## src/rtl/mdu_divider_seq_if.sv

```systemverilog
// Request/response bundle between the multi-cycle control FSM (master)
// and the sequential RV32M divider (slave).
interface mdu_divider_seq_if #(
    parameter int XLEN = 32
);
    logic            req_valid;
    logic            req_ready;
    logic [1:0]      req_op;
    logic [XLEN-1:0] req_a;
    logic [XLEN-1:0] req_b;
    logic            rsp_valid;
    logic            rsp_ready;
    logic [XLEN-1:0] rsp_result;
    logic            busy;

    modport master (
        output req_valid, req_op, req_a, req_b, rsp_ready,
        input  req_ready, rsp_valid, rsp_result, busy
    );

    modport slave (
        input  req_valid, req_op, req_a, req_b, rsp_ready,
        output req_ready, rsp_valid, rsp_result, busy
    );
endinterface

```

## src/rtl/mdu_divider_seq.sv

```systemverilog
// Radix-2 restoring divider for RV32M DIV/DIVU/REM/REMU.
// Operands are converted to magnitudes on acceptance, divided in 32
// iterations, and the signs / RISC-V special cases are applied in FIX.
// Optional build macro: DIVIDER_FAST_SPECIAL_EN -- divide-by-zero and
// signed-overflow requests bypass the iteration phase (FIX straight away).
//
// state | meaning
// IDLE  | ready for a request, operands latched on req_valid
// CALC  | one quotient bit per cycle, 32 cycles
// FIX   | sign correction / special-case override, result registered
// DONE  | result presented until rsp_ready
module mdu_divider_seq #(
    parameter int XLEN  = 32,
    parameter int CNT_W = 5
) (
    input logic               clk,
    input logic               reset,
    mdu_divider_seq_if.slave  bus
);

    typedef enum logic [1:0] {
        ST_IDLE = 2'd0,
        ST_CALC = 2'd1,
        ST_FIX  = 2'd2,
        ST_DONE = 2'd3
    } state_t;

    localparam logic [XLEN-1:0] MIN_NEG = {1'b1, {(XLEN-1){1'b0}}};

    state_t          r_state;
    state_t          w_state_nxt;

    logic            r_want_rem;
    logic            r_neg_q;
    logic            r_neg_r;
    logic            r_div0;
    logic            r_ovf;
    logic [XLEN-1:0] r_a_orig;
    logic [XLEN-1:0] r_quo;
    logic [XLEN-1:0] r_acc;
    logic [XLEN-1:0] r_divisor;
    logic [XLEN-1:0] r_result;
    logic [CNT_W-1:0] r_cnt;

    logic            w_is_signed;
    logic            w_div0;
    logic            w_ovf;
    logic            w_neg_q;
    logic            w_neg_r;
    logic [XLEN-1:0] w_a_mag;
    logic [XLEN-1:0] w_b_mag;
    logic [XLEN:0]   w_acc_sh;
    logic [XLEN:0]   w_trial;
    logic            w_trial_neg;
    logic            w_last;
    logic [XLEN-1:0] w_quo_fix;
    logic [XLEN-1:0] w_rem_fix;

    // Operand decode for the request currently on the bus
    assign w_is_signed = ~bus.req_op[0];
    assign w_div0      = (bus.req_b == '0);
    assign w_ovf       = w_is_signed & (bus.req_a == MIN_NEG) & (bus.req_b == '1);
    assign w_neg_q     = w_is_signed & (bus.req_a[XLEN-1] ^ bus.req_b[XLEN-1]) & ~w_div0;
    assign w_neg_r     = w_is_signed & bus.req_a[XLEN-1];
    assign w_a_mag     = (w_is_signed & bus.req_a[XLEN-1]) ? -bus.req_a : bus.req_a;
    assign w_b_mag     = (w_is_signed & bus.req_b[XLEN-1]) ? -bus.req_b : bus.req_b;

    // The shifted partial remainder needs XLEN+1 bits when the divisor is
    // above 2^(XLEN-1); the top bit of the trial difference is its sign.
    assign w_acc_sh    = {r_acc, r_quo[XLEN-1]};
    assign w_trial     = w_acc_sh - {1'b0, r_divisor};
    assign w_trial_neg = w_trial[XLEN];
    assign w_last      = (r_cnt == '0);

    // Special cases override the iterated result
    assign w_quo_fix = r_div0 ? '1 :
                       r_ovf  ? MIN_NEG :
                       r_neg_q ? -r_quo : r_quo;
    assign w_rem_fix = r_div0 ? r_a_orig :
                       r_ovf  ? '0 :
                       r_neg_r ? -r_acc : r_acc;

    // State register
    always_ff @(posedge clk) begin
        if (reset) begin
            r_state <= ST_IDLE;
        end else begin
            r_state <= w_state_nxt;
        end
    end

    // Next-state logic
    always_comb begin
        w_state_nxt = r_state;
        case (r_state)
            ST_IDLE: begin
                if (bus.req_valid) begin
`ifdef DIVIDER_FAST_SPECIAL_EN
                    w_state_nxt = (w_div0 | w_ovf) ? ST_FIX : ST_CALC;
`else
                    w_state_nxt = ST_CALC;
`endif
                end
            end
            ST_CALC: begin
                if (w_last) begin
                    w_state_nxt = ST_FIX;
                end
            end
            ST_FIX:  w_state_nxt = ST_DONE;
            ST_DONE: begin
                if (bus.rsp_ready) begin
                    w_state_nxt = ST_IDLE;
                end
            end
            default: w_state_nxt = ST_IDLE;
        endcase
    end

    // Handshake outputs decoded from state
    always_comb begin
        bus.req_ready  = (r_state == ST_IDLE);
        bus.rsp_valid  = (r_state == ST_DONE);
        bus.busy       = (r_state != ST_IDLE);
        bus.rsp_result = r_result;
    end

    // Datapath: operand capture, iteration, result selection
    always_ff @(posedge clk) begin
        if (reset) begin
            r_want_rem <= 1'b0;
            r_neg_q    <= 1'b0;
            r_neg_r    <= 1'b0;
            r_div0     <= 1'b0;
            r_ovf      <= 1'b0;
            r_a_orig   <= '0;
            r_quo      <= '0;
            r_acc      <= '0;
            r_divisor  <= '0;
            r_result   <= '0;
            r_cnt      <= '0;
        end else begin
            case (r_state)
                ST_IDLE: begin
                    if (bus.req_valid) begin
                        r_want_rem <= bus.req_op[1];
                        r_neg_q    <= w_neg_q;
                        r_neg_r    <= w_neg_r;
                        r_div0     <= w_div0;
                        r_ovf      <= w_ovf;
                        r_a_orig   <= bus.req_a;
                        r_quo      <= w_a_mag;
                        r_acc      <= '0;
                        r_divisor  <= w_b_mag;
                        r_cnt      <= CNT_W'(XLEN - 1);
                    end
                end
                ST_CALC: begin
                    r_acc <= w_trial_neg ? w_acc_sh[XLEN-1:0] : w_trial[XLEN-1:0];
                    r_quo <= {r_quo[XLEN-2:0], ~w_trial_neg};
                    r_cnt <= r_cnt - 1'b1;
                end
                ST_FIX: begin
                    r_result <= r_want_rem ? w_rem_fix : w_quo_fix;
                end
                default: begin
                end
            endcase
        end
    end

endmodule

```

## src/flat_wrapper.sv

```systemverilog
// flat-port wrapper written by rule: the top's interface ports become plain ports
module mdu_divider_seq_flat 
#(
    parameter int XLEN  = 32,
    parameter int CNT_W = 5
)
  (clk, reset, bus_req_valid, bus_req_op, bus_req_a, bus_req_b, bus_rsp_ready, bus_req_ready, bus_rsp_valid, bus_rsp_result, bus_busy);
  mdu_divider_seq_if #(.XLEN(XLEN)) bus_i ();
  input logic clk;
  input logic reset;
  input wire logic [$bits(bus_i.req_valid)-1:0] bus_req_valid;
  input wire logic [$bits(bus_i.req_op)-1:0] bus_req_op;
  input wire logic [$bits(bus_i.req_a)-1:0] bus_req_a;
  input wire logic [$bits(bus_i.req_b)-1:0] bus_req_b;
  input wire logic [$bits(bus_i.rsp_ready)-1:0] bus_rsp_ready;
  output wire logic [$bits(bus_i.req_ready)-1:0] bus_req_ready;
  output wire logic [$bits(bus_i.rsp_valid)-1:0] bus_rsp_valid;
  output wire logic [$bits(bus_i.rsp_result)-1:0] bus_rsp_result;
  output wire logic [$bits(bus_i.busy)-1:0] bus_busy;
  assign bus_i.req_valid = bus_req_valid;
  assign bus_i.req_op = bus_req_op;
  assign bus_i.req_a = bus_req_a;
  assign bus_i.req_b = bus_req_b;
  assign bus_i.rsp_ready = bus_rsp_ready;
  assign bus_req_ready = bus_i.req_ready;
  assign bus_rsp_valid = bus_i.rsp_valid;
  assign bus_rsp_result = bus_i.rsp_result;
  assign bus_busy = bus_i.busy;
  mdu_divider_seq #(.XLEN(XLEN), .CNT_W(CNT_W)) u_core (.clk(clk), .reset(reset), .bus(bus_i));
endmodule
```

## config.mk

```make
export PLATFORM = sky130hd
export DESIGN_NAME = mdu_divider_seq_flat
export DESIGN_NICKNAME = d
export VERILOG_FILES = /design/src/rtl/mdu_divider_seq_if.sv /design/src/rtl/mdu_divider_seq.sv /design/src/flat_wrapper.sv
export SDC_FILE = /design/constraint.sdc
export NUM_CORES = 1
export LEC_CHECK = 0
export BUFFER_PORTS_ARGS = -buffer_cell sky130_fd_sc_hd__buf_4
export CAP_MARGIN = 0
export CORE_AREA = 4 4 165 167
export DETAILED_ROUTE_END_ITERATION = 10
export DIE_AREA = 0 0 169 171
export PLACE_DENSITY = 0.6
export SLEW_MARGIN = 20
export SYNTH_ARGS = -nofsm -noshare
export SYNTH_HDL_FRONTEND = slang
export SYNTH_SLANG_ARGS = --single-unit
```

## constraint.sdc

```tcl
create_clock -name clk -period 7.05 [get_ports clk]
set_clock_uncertainty 0.15 [all_clocks]
set_input_delay 0.705 -clock clk [delete_from_list [all_inputs] [get_ports clk]]
set_output_delay 0.705 -clock clk [all_outputs]
set_load 0.05 [all_outputs]
```

# Word-level counts from Yosys, hierarchy flattened
# Index checks and enable logic that the tools add are counted.
op_classes:
  bitwise: 10
  muxes: 20
  eq_ne: 8
  addsub: 6
  reduce_logical: 8
op_table:
  columns: ["operator", "n"]
  rows:
  - ["$mux 32", 12]
  - ["$neg 32->32", 4]
  - ["$pmux 32 s2", 2]
  - ["$eq 32x32->1 const B", 2]
  - ["$sub 33x32->33", 1]
  - ["$logic_not 32->1", 1]
  - ["$pmux 5 s2", 1]
  - ["$pmux 2 s4", 1]
  - ["$and 1x1->1", 6]
  - ["$mux 2", 3]
  - ["$logic_not 5->1", 1]
  - ["$mux 5", 1]
  - ["$sub 5x1->5 const B", 1]
  - ["$eq 2x2->1 const B", 2]
  - ["$ne 2x2->1 const B", 2]
  - ["$reduce_and 2->1", 2]
  - ["$reduce_bool 2->1", 2]
  - ["$not 1->1", 3]
  - ["$reduce_and 3->1", 1]
  - ["$eq 2x1->1 const B", 1]
  - ["$logic_not 2->1", 1]
  - ["$ne 2x1->1 const B", 1]
  - ["$xor 1x1->1", 1]
word_totals:
  register_bits: 172
  elab_cells: 64
  output_inout_bits: 35
  input_bits: 70

# Longest topological paths before layout
# Gate-level depths: netlist of the first run.
logic_depth:
  word_depth: 5
  mapped_depth: 13
  depth_no_buf: 12

# Worst setup path after synthesis of the first run
# No wires, ideal clock.
synth_timing:
  path_type: "reg2reg"
  startpoint: "register u_core.r_quo[31]"
  endpoint: "register u_core.r_acc[18]"
  slack_ns: 3.827
  n_path_buf: 1
  path_stages_with_launch: 14
  t_required_ns: 6.772
  t_arrival_ns: 2.945
  path_cell_list: "dfxtp_1 > inv_1 > ha_1 > fa_1 > nand2b_1 > a21oi_1 > o21ai_0 > nand2_1 > o31ai_2 > o31a_1 > xnor2_2 > buf_2 > mux2i_1 > o21ai_0"
synth_between:
  elab_chain_len: 3
synth_rtl:
  columns: ["element", "line", "text"]
  rows:
  - ["from (decl)", "mdu_divider_seq.sv:39", "logic [XLEN-1:0] r_quo;"]
  - ["from (signal assigned)", "mdu_divider_seq.sv:152", "r_quo <= w_a_mag;"]
  - ["from (signal assigned)", "mdu_divider_seq.sv:160", "r_quo <= {r_quo[XLEN-2:0], ~w_trial_neg};"]
  - ["$sub 33x32->33", "mdu_divider_seq.sv:71", "assign w_trial = w_acc_sh - {1'b0, r_divisor};"]
  - ["$mux 32", "mdu_divider_seq.sv:159", "r_acc <= w_trial_neg ? w_acc_sh[XLEN-1:0] : w_trial[XLEN-1:0];"]
  - ["$pmux 32 s2", "mdu_divider_seq.sv:143", "case (r_state)"]
  - ["to (signal assigned)", "mdu_divider_seq.sv:159", null]
  - ["to (decl)", "mdu_divider_seq.sv:40", "logic [XLEN-1:0] r_acc;"]
# Every way passes these cells.
# A chain may end at the register's enable or synchronous reset.

# Worst setup path in the final report of the first run
layout_timing:
  startpoint: "register u_core.r_acc[10]"
  endpoint: "register u_core.r_acc[29]"
layout_between:
  elab_chain_len: 3
layout_rtl:
  columns: ["element", "line"]
  rows:
  - ["$sub 33x32->33", "mdu_divider_seq.sv:71"]
  - ["$mux 32", "mdu_divider_seq.sv:159"]
  - ["$pmux 32 s2", "mdu_divider_seq.sv:143"]
# Every way passes these cells.

==> results of run 1 <==
routing by layer:
layer / share of wire / vias up / GRT usage
li1: - / 5586 / -
met1: 0.47 / 5056 / 0.325
met2: 0.45 / 324 / 0.390
met3: 0.054 / 46 / 0.0349
met4: 0.019 / 0 / 0.0634
met5: 0 / - / 0
path summary, 6_finish.rpt:
kind | end | cells past startpoint | startpoint
setup / recovery | u_core.r_acc[29] | 11 | u_core.r_acc[10]
hold / removal | u_core.r_a_orig[0] | 2 | u_core.r_a_orig[0]
setup reg to reg | u_core.r_acc[29] | 11 | u_core.r_acc[10]
hold reg to reg | u_core.r_a_orig[0] | 2 | u_core.r_a_orig[0]
registers in the layout, summed over array words and instances, names as in the netlist:
register               flops
u_core.bus.rsp_result     32
u_core.r_a_orig           32
u_core.r_acc              32
u_core.r_divisor          32
u_core.r_quo              32
u_core.r_cnt               5
u_core.r_state             2
u_core.r_div0              1
u_core.r_neg_q             1
u_core.r_neg_r             1
u_core.r_ovf               1
u_core.r_want_rem          1
cells in the mapped netlist (6+ instances only):
cell,n
a211oi_1,35
a21o_1,8
a21oi_1,161
a2bb2oi_1,8
a311oi_1,10
a31oi_1,14
clkbuf_1,84
dfxtp_1,172
ha_1,43
inv_1,63
mux2i_1,35
nand2_1,245
nand2b_1,18
nand3_1,18
nand4_1,18
nor2_1,154
nor2b_1,10
nor3_1,22
nor4_1,8
o211ai_1,11
o21a_1,7
o21ai_0,127
o221ai_1,19
o31ai_1,21
o41ai_1,10
or2_2,6
or3_1,13
or4_1,10
xnor2_1,86
xor2_1,49
kinds of logic (layout without fill, tap and decap cells):
group                    count (synthesis)  in the layout  synth area share
buffers and inverters                  156            213            0.0511
XOR/XNOR                               136            136             0.104
flip-flops                             172            172             0.299
adder cells (fa/ha/maj)                 44             44            0.0485
AO/OA/AOI/OAI                          466            466             0.248
multiplexers                            37             37            0.0324
AND/OR/NAND/NOR                        547            547             0.217
final cells by class:
class	count	area, sq um	area share
multi-input cells	1230	7520	0.574
flip-flops and latches	172	3440	0.263
repair buffers	116	871	0.0665
clock buffers	20	467	0.0356
well taps	335	419	0.0320
inverters	65	244	0.0186
clock inverters	12	135	0.0103
power breakdown:
group / switching [mW] / total, mW / internal [mW]
logic: 1.38 / 2.16 / 0.773
registers: 0.207 / 1.41 / 1.20
clock network: 0.418 / 0.973 / 0.555
total: 2.01 / 4.54 / 2.53
worst register-to-register path: stages (launching register included):
cell and delay [ns]:
dfxtp_1 0.47, ha_1 0.35, a21o_1 0.22, and3_1 0.17, a2111oi_1 0.46, nand2_1 0.18, o31ai_2 0.38, o31a_1 0.30
xnor2_4 0.13, buf_4 0.47, nand2_1 0.30, o21ai_0 0.25
stage by stage:
| stage | worst slack (ns) | cells | util | power [mW] |
|---|---|---|---|---|
| 2_1_floorplan | 3.83 | 1558 | - | 2.98 |
| 3_3_place_gp | 3.23 | 1918 | 0.485 | 3.55 |
| 3_5_place_dp | 3.17 | 1918 | 0.485 | 3.57 |
| 4_1_cts | 3.14 | 1950 | 0.508 | 4.55 |
| 5_1_grt | 2.91 | 1950 | 0.508 | 4.85 |
| 6_report | 3.14 | 1950 | 0.508 | 4.54 |
==> metrics.csv, run 1 <==
metric,value,unit
synth_top_cell_by_area,dfxtp_1,
antenna_found_initial,0,
clk_pin_slew,0.07,ns
dp_hpwl,24800,um
worstSetupEndpointType,register,
outcome,"finished, final reports clean",
fin_crit_sh,0.554,
hold_viol,0,
drv_slew,0,
crit_top_cell,nand2_1,
die_area,28900,sq um
slowest_stage,dfxtp_1,
postPlaceCellArea,12500,sq um
cts_setup_buffers,0,
drc,0,
ctsResizeCount,0,
period_minus_slack,3.91,ns
setup_viol,0,
cts_buffers,17,
hold_path_class,reg2reg,
cp_data_required_time,7.25,ns
overflow,0,
h-tree-depth,4,
wl,34400,um
grt_pass1_vias,10400,
postCtsHoldBufs,0,
reg2reg_slack,3.14,ns
clockRootBuffer,clkbuf_16,
startpoint_type,register,
worstSkewPairLatency,0.43,ns
chipHeight,171,um
final.setup.tns,0,ns
max_slew_margin,0.235,
drtIter0Drc,983,
worstMarginPinSlew,1.14,ns
synthToLayoutAreaGrowth,13.8,%
ys_ff_latch,172,
track_usage,0.236,
io_pins,105,
fmax,0.256,GHz
netlist-cell-type-count,68,
crit_chain,"ha_1, a21o_1, and3_1, a2111oi_1, nand2_1, o31ai_2, o31a_1, xnor2_4, buf_4, nand2_1, o21ai_0",
grt_pass1_wl,55600,um
postSynthAreaPerCell,7.39,sq um
rows,59,
nFillCells,2576,
synthFlopType,dfxtp_1,
layout_commonest_cell,nand2_1,
grt_max_degree,89,
start_util,0.447,
antennaDiodeCount,0,
cp_top_family,compound AO/OA/AOI/OAI gates,
seq_area_frac_synth,0.299,
drv_cap,0,
syn-cell-area,11500,sq um
path_buf_inv,1,
nNetsFinal,1716,
cts_max_path_buffers,2,
die_w,169,um
postRouteAntennaNets,0,
via_count,11000,
cts_tree,done,
drive_gt1_frac,0.113,
syn_nets,1672,
critPathArrivalTime,4.11,ns
hold_ws,0.302,ns
cts.sinks,172,
synth_top_cell_area_share,0.299,
core,25800,sq um
synth_edf_count,0,
wl_per_cell,17.7,um
yosys_warnings,0,
viasPerCell,5.65,
synth_area_leaders,"dfxtp_1, nand2_1, a21oi_1",
max_stage_delay,0.47,ns
critical_path_class,reg2reg,
p_per_area,346,nW/um^2
async_flop_share,0,
grt_setup_unrepaired,false,
power.leakage,4.91,nW
final_cell_mix,"nand2_1, dfxtp_1, a21oi_1",
design_area,13100,sq um
drt_first_pass_iters,5,
critPathMaxFanout,35,
place.gp.congestion,0.874,
io_buffers,104,
syn_inst,1558,
ir_drop,0.000164,V
Power figures use the tool's default switching activity.
==> inputs of run 2 (changes only) <==
clock period = 4 ns   (was 7.05 ns; I/O delays follow)
==> metrics.csv, run 2 (same netlist as run 1, synthesis figures left out) <==
metric,value,unit
die_w,169,um
die_area,28900,sq um
drive_gt1_frac,0.119,
viasPerCell,5.66,
max_slew_margin,0.363,
layout_commonest_cell,nand2_1,
worstMarginPinSlew,0.954,ns
final_cell_mix,"nand2_1, dfxtp_1, a21oi_1",
power.leakage,4.95,nW
startpoint_type,register,
crit_chain,"ha_1, a21o_1, and3_1, a2111oi_1, nand2_1, o31ai_2, o31a_1, xnor2_4, buf_12, nand2_1, a221oi_1",
cp_data_required_time,4.18,ns
worstSetupEndpointType,register,
hold_path_class,in2reg,
via_count,11100,
ir_drop,0.000298,V
setup_viol,0,
synthToLayoutAreaGrowth,14.3,%
core,25800,sq um
fin_crit_sh,0.865,
rr_worst_depth,11,
dp_hpwl,25900,um
crit_top_cell,nand2_1,
period_minus_slack,3.46,ns
ctsResizeCount,0,
io_pins,105,
fmax,0.289,GHz
antennaDiodeCount,0,
grt_pass1_vias,10600,
grt_max_degree,108,
finalPower,7.90,mW
clk_pin_slew,0.06,ns
io_buffers,104,
cts_tree,done,
postCtsHoldBufs,0,
clockRootBuffer,clkbuf_16,
chipHeight,171,um
cts.sinks,172,
drc,0,
grt_setup_unrepaired,false,
critical_path_class,reg2reg,
overflow,0,
hold_viol,0,
drtIter0Drc,915,
slowest_stage,dfxtp_1,
drv_cap,0,
drt_first_pass_iters,7,
final.setup.tns,0,ns
worstHoldPathCells,3,
postRouteAntennaNets,0,
max_stage_delay,0.46,ns
track_usage,0.243,
critPathMaxFanout,23,
place.gp.congestion,0.892,
outcome,"finished, final reports clean",
grt_pass1_wl,57200,um
cts_setup_buffers,0,
cts_max_path_buffers,2,
critPathArrivalTime,3.64,ns
cts_buffers,17,
p_per_area,600,nW/um^2
wl,35400,um
start_util,0.447,
antenna_found_initial,0,
worstSkewPairLatency,0.44,ns
nNetsFinal,1732,
h-tree-depth,4,
drv_slew,0,
wl_per_cell,18.0,um
rows,59,
[run 2: changes by cell type in the layout (fill, tap and decap cells not counted), sizes merged]
| cell | delta |
|---|---|
| buf | +16 |
| inv | -4 |
| clkinvlp | +1 |
| bufinv | -1 |
| clkinv | +1 |
[run 2: final cells by class]
type | count | area (sq um)
fill | 2580 | 12600
sequential | 172 | 3440
clock buffer | 20 | 447
tap | 335 | 419
multi-input combinational | 1230 | 7510
timing repair buffer | 132 | 1020
inverter | 65 | 244
clock inverter | 9 | 75.1
[run 2: critical path, delay by kind of cell, from the launching register on]
kind | cells | cell delay [ns]
compound gates | 5 | 1.49
simple gates | 3 | 0.44
flops | 1 | 0.46
fa+ha+maj | 1 | 0.35
buf+inv | 1 | 0.25
xor+xnor | 1 | 0.20
[run 2: path summary, 6_finish.rpt]
check                                     startpoint              endpoint  slack [ns]
worst max-delay path                u_core.r_acc[10]       u_core.r_quo[0]        0.54
worst min-delay path                   bus_req_op[1]     u_core.r_want_rem        0.07
worst max register to register      u_core.r_acc[10]       u_core.r_quo[0]        0.54
worst min register to register  u_core.r_divisor[26]  u_core.r_divisor[26]        0.30
[run 2: metal layers]
layer,global-route usage,vias up,share of wire
li1,-,5608,-
met1,0.338,5182,0.46
met5,0,-,0
met2,0.403,298,0.47
met3,0.0354,28,0.055
met4,0.0515,0,0.011
[run 2: through the flow]
step	hold WS (ns)	area (sq um)	utilization	worst slack, ns	instances
after floorplan	0.275	11500	-	0.777	1558
after global placement	0.288	12600	0.490	0.702	1934
after detailed placement	0.294	12600	0.490	0.576	1934
after CTS	0.0603	13200	0.511	0.539	1963
after global routing	0.0871	13200	0.511	0.294	1963
final	0.0694	13200	0.511	0.541	1963
[run 2: power by group]
group          switching [mW]  internal, mW  total, mW
logic                    2.46          1.40       3.87
clock network           0.693         0.856       1.55
registers               0.362          2.12       2.48
==> inputs of run 3 (changes only) <==
CORE_AREA = 4 4 190 146   (was 4 4 165 167)
DIE_AREA = 0 0 194 150   (was 0 0 169 171)
clock period = 3.7 ns   (was 4 ns; I/O delays follow)
==> metrics.csv, run 3 (same netlist as run 1, synthesis figures left out) <==
metric,value,unit
grt_pass1_vias,10700,
post-route-util,0.516,
hold_viol,0,
place.gp.congestion,0.883,
drc,0,
postRouteAntennaNets,0,
antennaDiodeCount,0,
cts_tree,done,
crit_end,u_core.r_acc[4],
clk_pin_slew,0.07,ns
chipHeight,150,um
wl,37100,um
startpoint_type,register,
io_pins,105,
final_cell_mix,"nand2_1, dfxtp_1, a21oi_1",
io_buffers,104,
fmax,0.292,GHz
critPathMaxFanout,13,
cts.sinks,172,
setup_viol,0,
rr_worst_depth,13,
die_area,29100,sq um
h-tree-depth,4,
drt_first_pass_iters,5,
cts_buffers,17,
final.setup.tns,0,ns
critPathArrivalTime,3.57,ns
worstSetupEndpointType,register,
power.leakage,5.03,nW
worstSetupStartpoint,u_core.r_quo[31],
ir_drop,0.000536,V
start_util,0.447,
worstSkewPairLatency,0.45,ns
nNetsFinal,1748,
synthToLayoutAreaGrowth,15.6,%
dp_hpwl,27200,um
grt_max_degree,68,
reg2reg_slack,0.28,ns
critical_path_class,reg2reg,
p_per_area,657,nW/um^2
r2r_end,u_core.r_acc[4],
overflow,0,
fin_crit_sh,0.924,
via_count,11400,
antenna_found_initial,0,
finalPower,8.74,mW
drv_cap,0,
reg2reg_from,u_core.r_quo[31],
hold_path_class,in2reg,
outcome,"finished, final reports clean",
cts_max_path_buffers,2,
drv_slew,0,
clockRootBuffer,clkbuf_16,
wl_per_cell,18.6,um
die_w,194,um
max_slew_margin,0.322,
rows,51,
layout_commonest_cell,nand2_1,
period_minus_slack,3.42,ns
viasPerCell,5.73,
drtIter0Drc,895,
core,25800,sq um
worstMarginPinSlew,1.02,ns
grt_setup_unrepaired,false,
cp_data_required_time,3.85,ns
drive_gt1_frac,0.130,
grt_pass1_wl,59300,um
track_usage,0.251,
## run 3: changes by cell type in the layout (fill, tap and decap cells not counted), moves of 2 or more
cell	previous run	this run
clkinv_2	6	3
buf_4	130	147
buf_12	2	0
clkinvlp_4	2	5
inv_6	0	3
## run 3: metrics by stage
| stage | hold WS (ns) | area [sq um] | worst slack, ns | std cells |
|---|---|---|---|---|
| 3_3_place_gp | 0.289 | 12700 | 0.366 | 1959 |
| 3_5_place_dp | 0.297 | 12700 | 0.154 | 1959 |
| 4_1_cts | 0.0134 | 13300 | 0.148 | 1991 |
| 5_1_grt | 0.0333 | 13300 | 0.0704 | 1991 |
| 6_report | 0.0246 | 13300 | 0.280 | 1991 |
| 2_1_floorplan | 0.275 | 11500 | 0.477 | 1558 |
## run 3: worst max-delay path: stages (launching register included)
cell and delay [ns]:
dfxtp_1 0.38, inv_1 0.08, ha_1 0.22, fa_1 0.42
nand2b_1 0.20, a21oi_2 0.23, o21ai_0 0.18, nand2_1 0.16
o31ai_2 0.09, o31a_1 0.37, xnor2_4 0.18, buf_4 0.29
mux2i_1 0.21, o21ai_0 0.11
## run 3: per-layer routing
metal | GRT usage | up-vias | share of wire
li1 | - | 5652 | -
met1 | 0.372 | 5396 | 0.50
met2 | 0.380 | 339 | 0.43
met3 | 0.0477 | 30 | 0.060
met4 | 0.0555 | 0 | 0.014
met5 | 0 | - | 0
## run 3: worst min path at each step
stage                                 to  cells after the start                 start  slack (ns)
finish                 u_core.r_want_rem                      3         bus_req_op[1]        0.02
global route           u_core.r_want_rem                      3         bus_req_op[1]        0.03
CTS                    u_core.r_want_rem                      3         bus_req_op[1]        0.01
detailed placement   u_core.r_a_orig[20]                      2   u_core.r_a_orig[20]        0.30
global placement     u_core.r_a_orig[20]                      2   u_core.r_a_orig[20]        0.29
floorplan           u_core.r_divisor[26]                      2  u_core.r_divisor[26]        0.28
## run 3: layout make-up
type / instances / area, sq um
flip-flops and latches: 172 / 3440
inverters: 65 / 244
well taps: 344 / 430
clock buffers: 19 / 443
repair buffers: 148 / 1110
clock inverters: 13 / 118
multi-input cells: 1230 / 7520
fillers: 2599 / 12500
## run 3: what timing repair did
item | 4_1_cts | 5_1_grt
hold buffers | 0 | 0
setup buffers | 0 | 0
setup endpoints to repair | 0 | 25
resized for setup | 0 | 3
## run 3: power by group
part | switching (mW) | total, mW | internal, mW
clock network | 0.831 | 1.78 | 0.948
registers | 0.421 | 2.71 | 2.29
logic | 2.71 | 4.25 | 1.54
total | 3.96 | 8.74 | 4.78
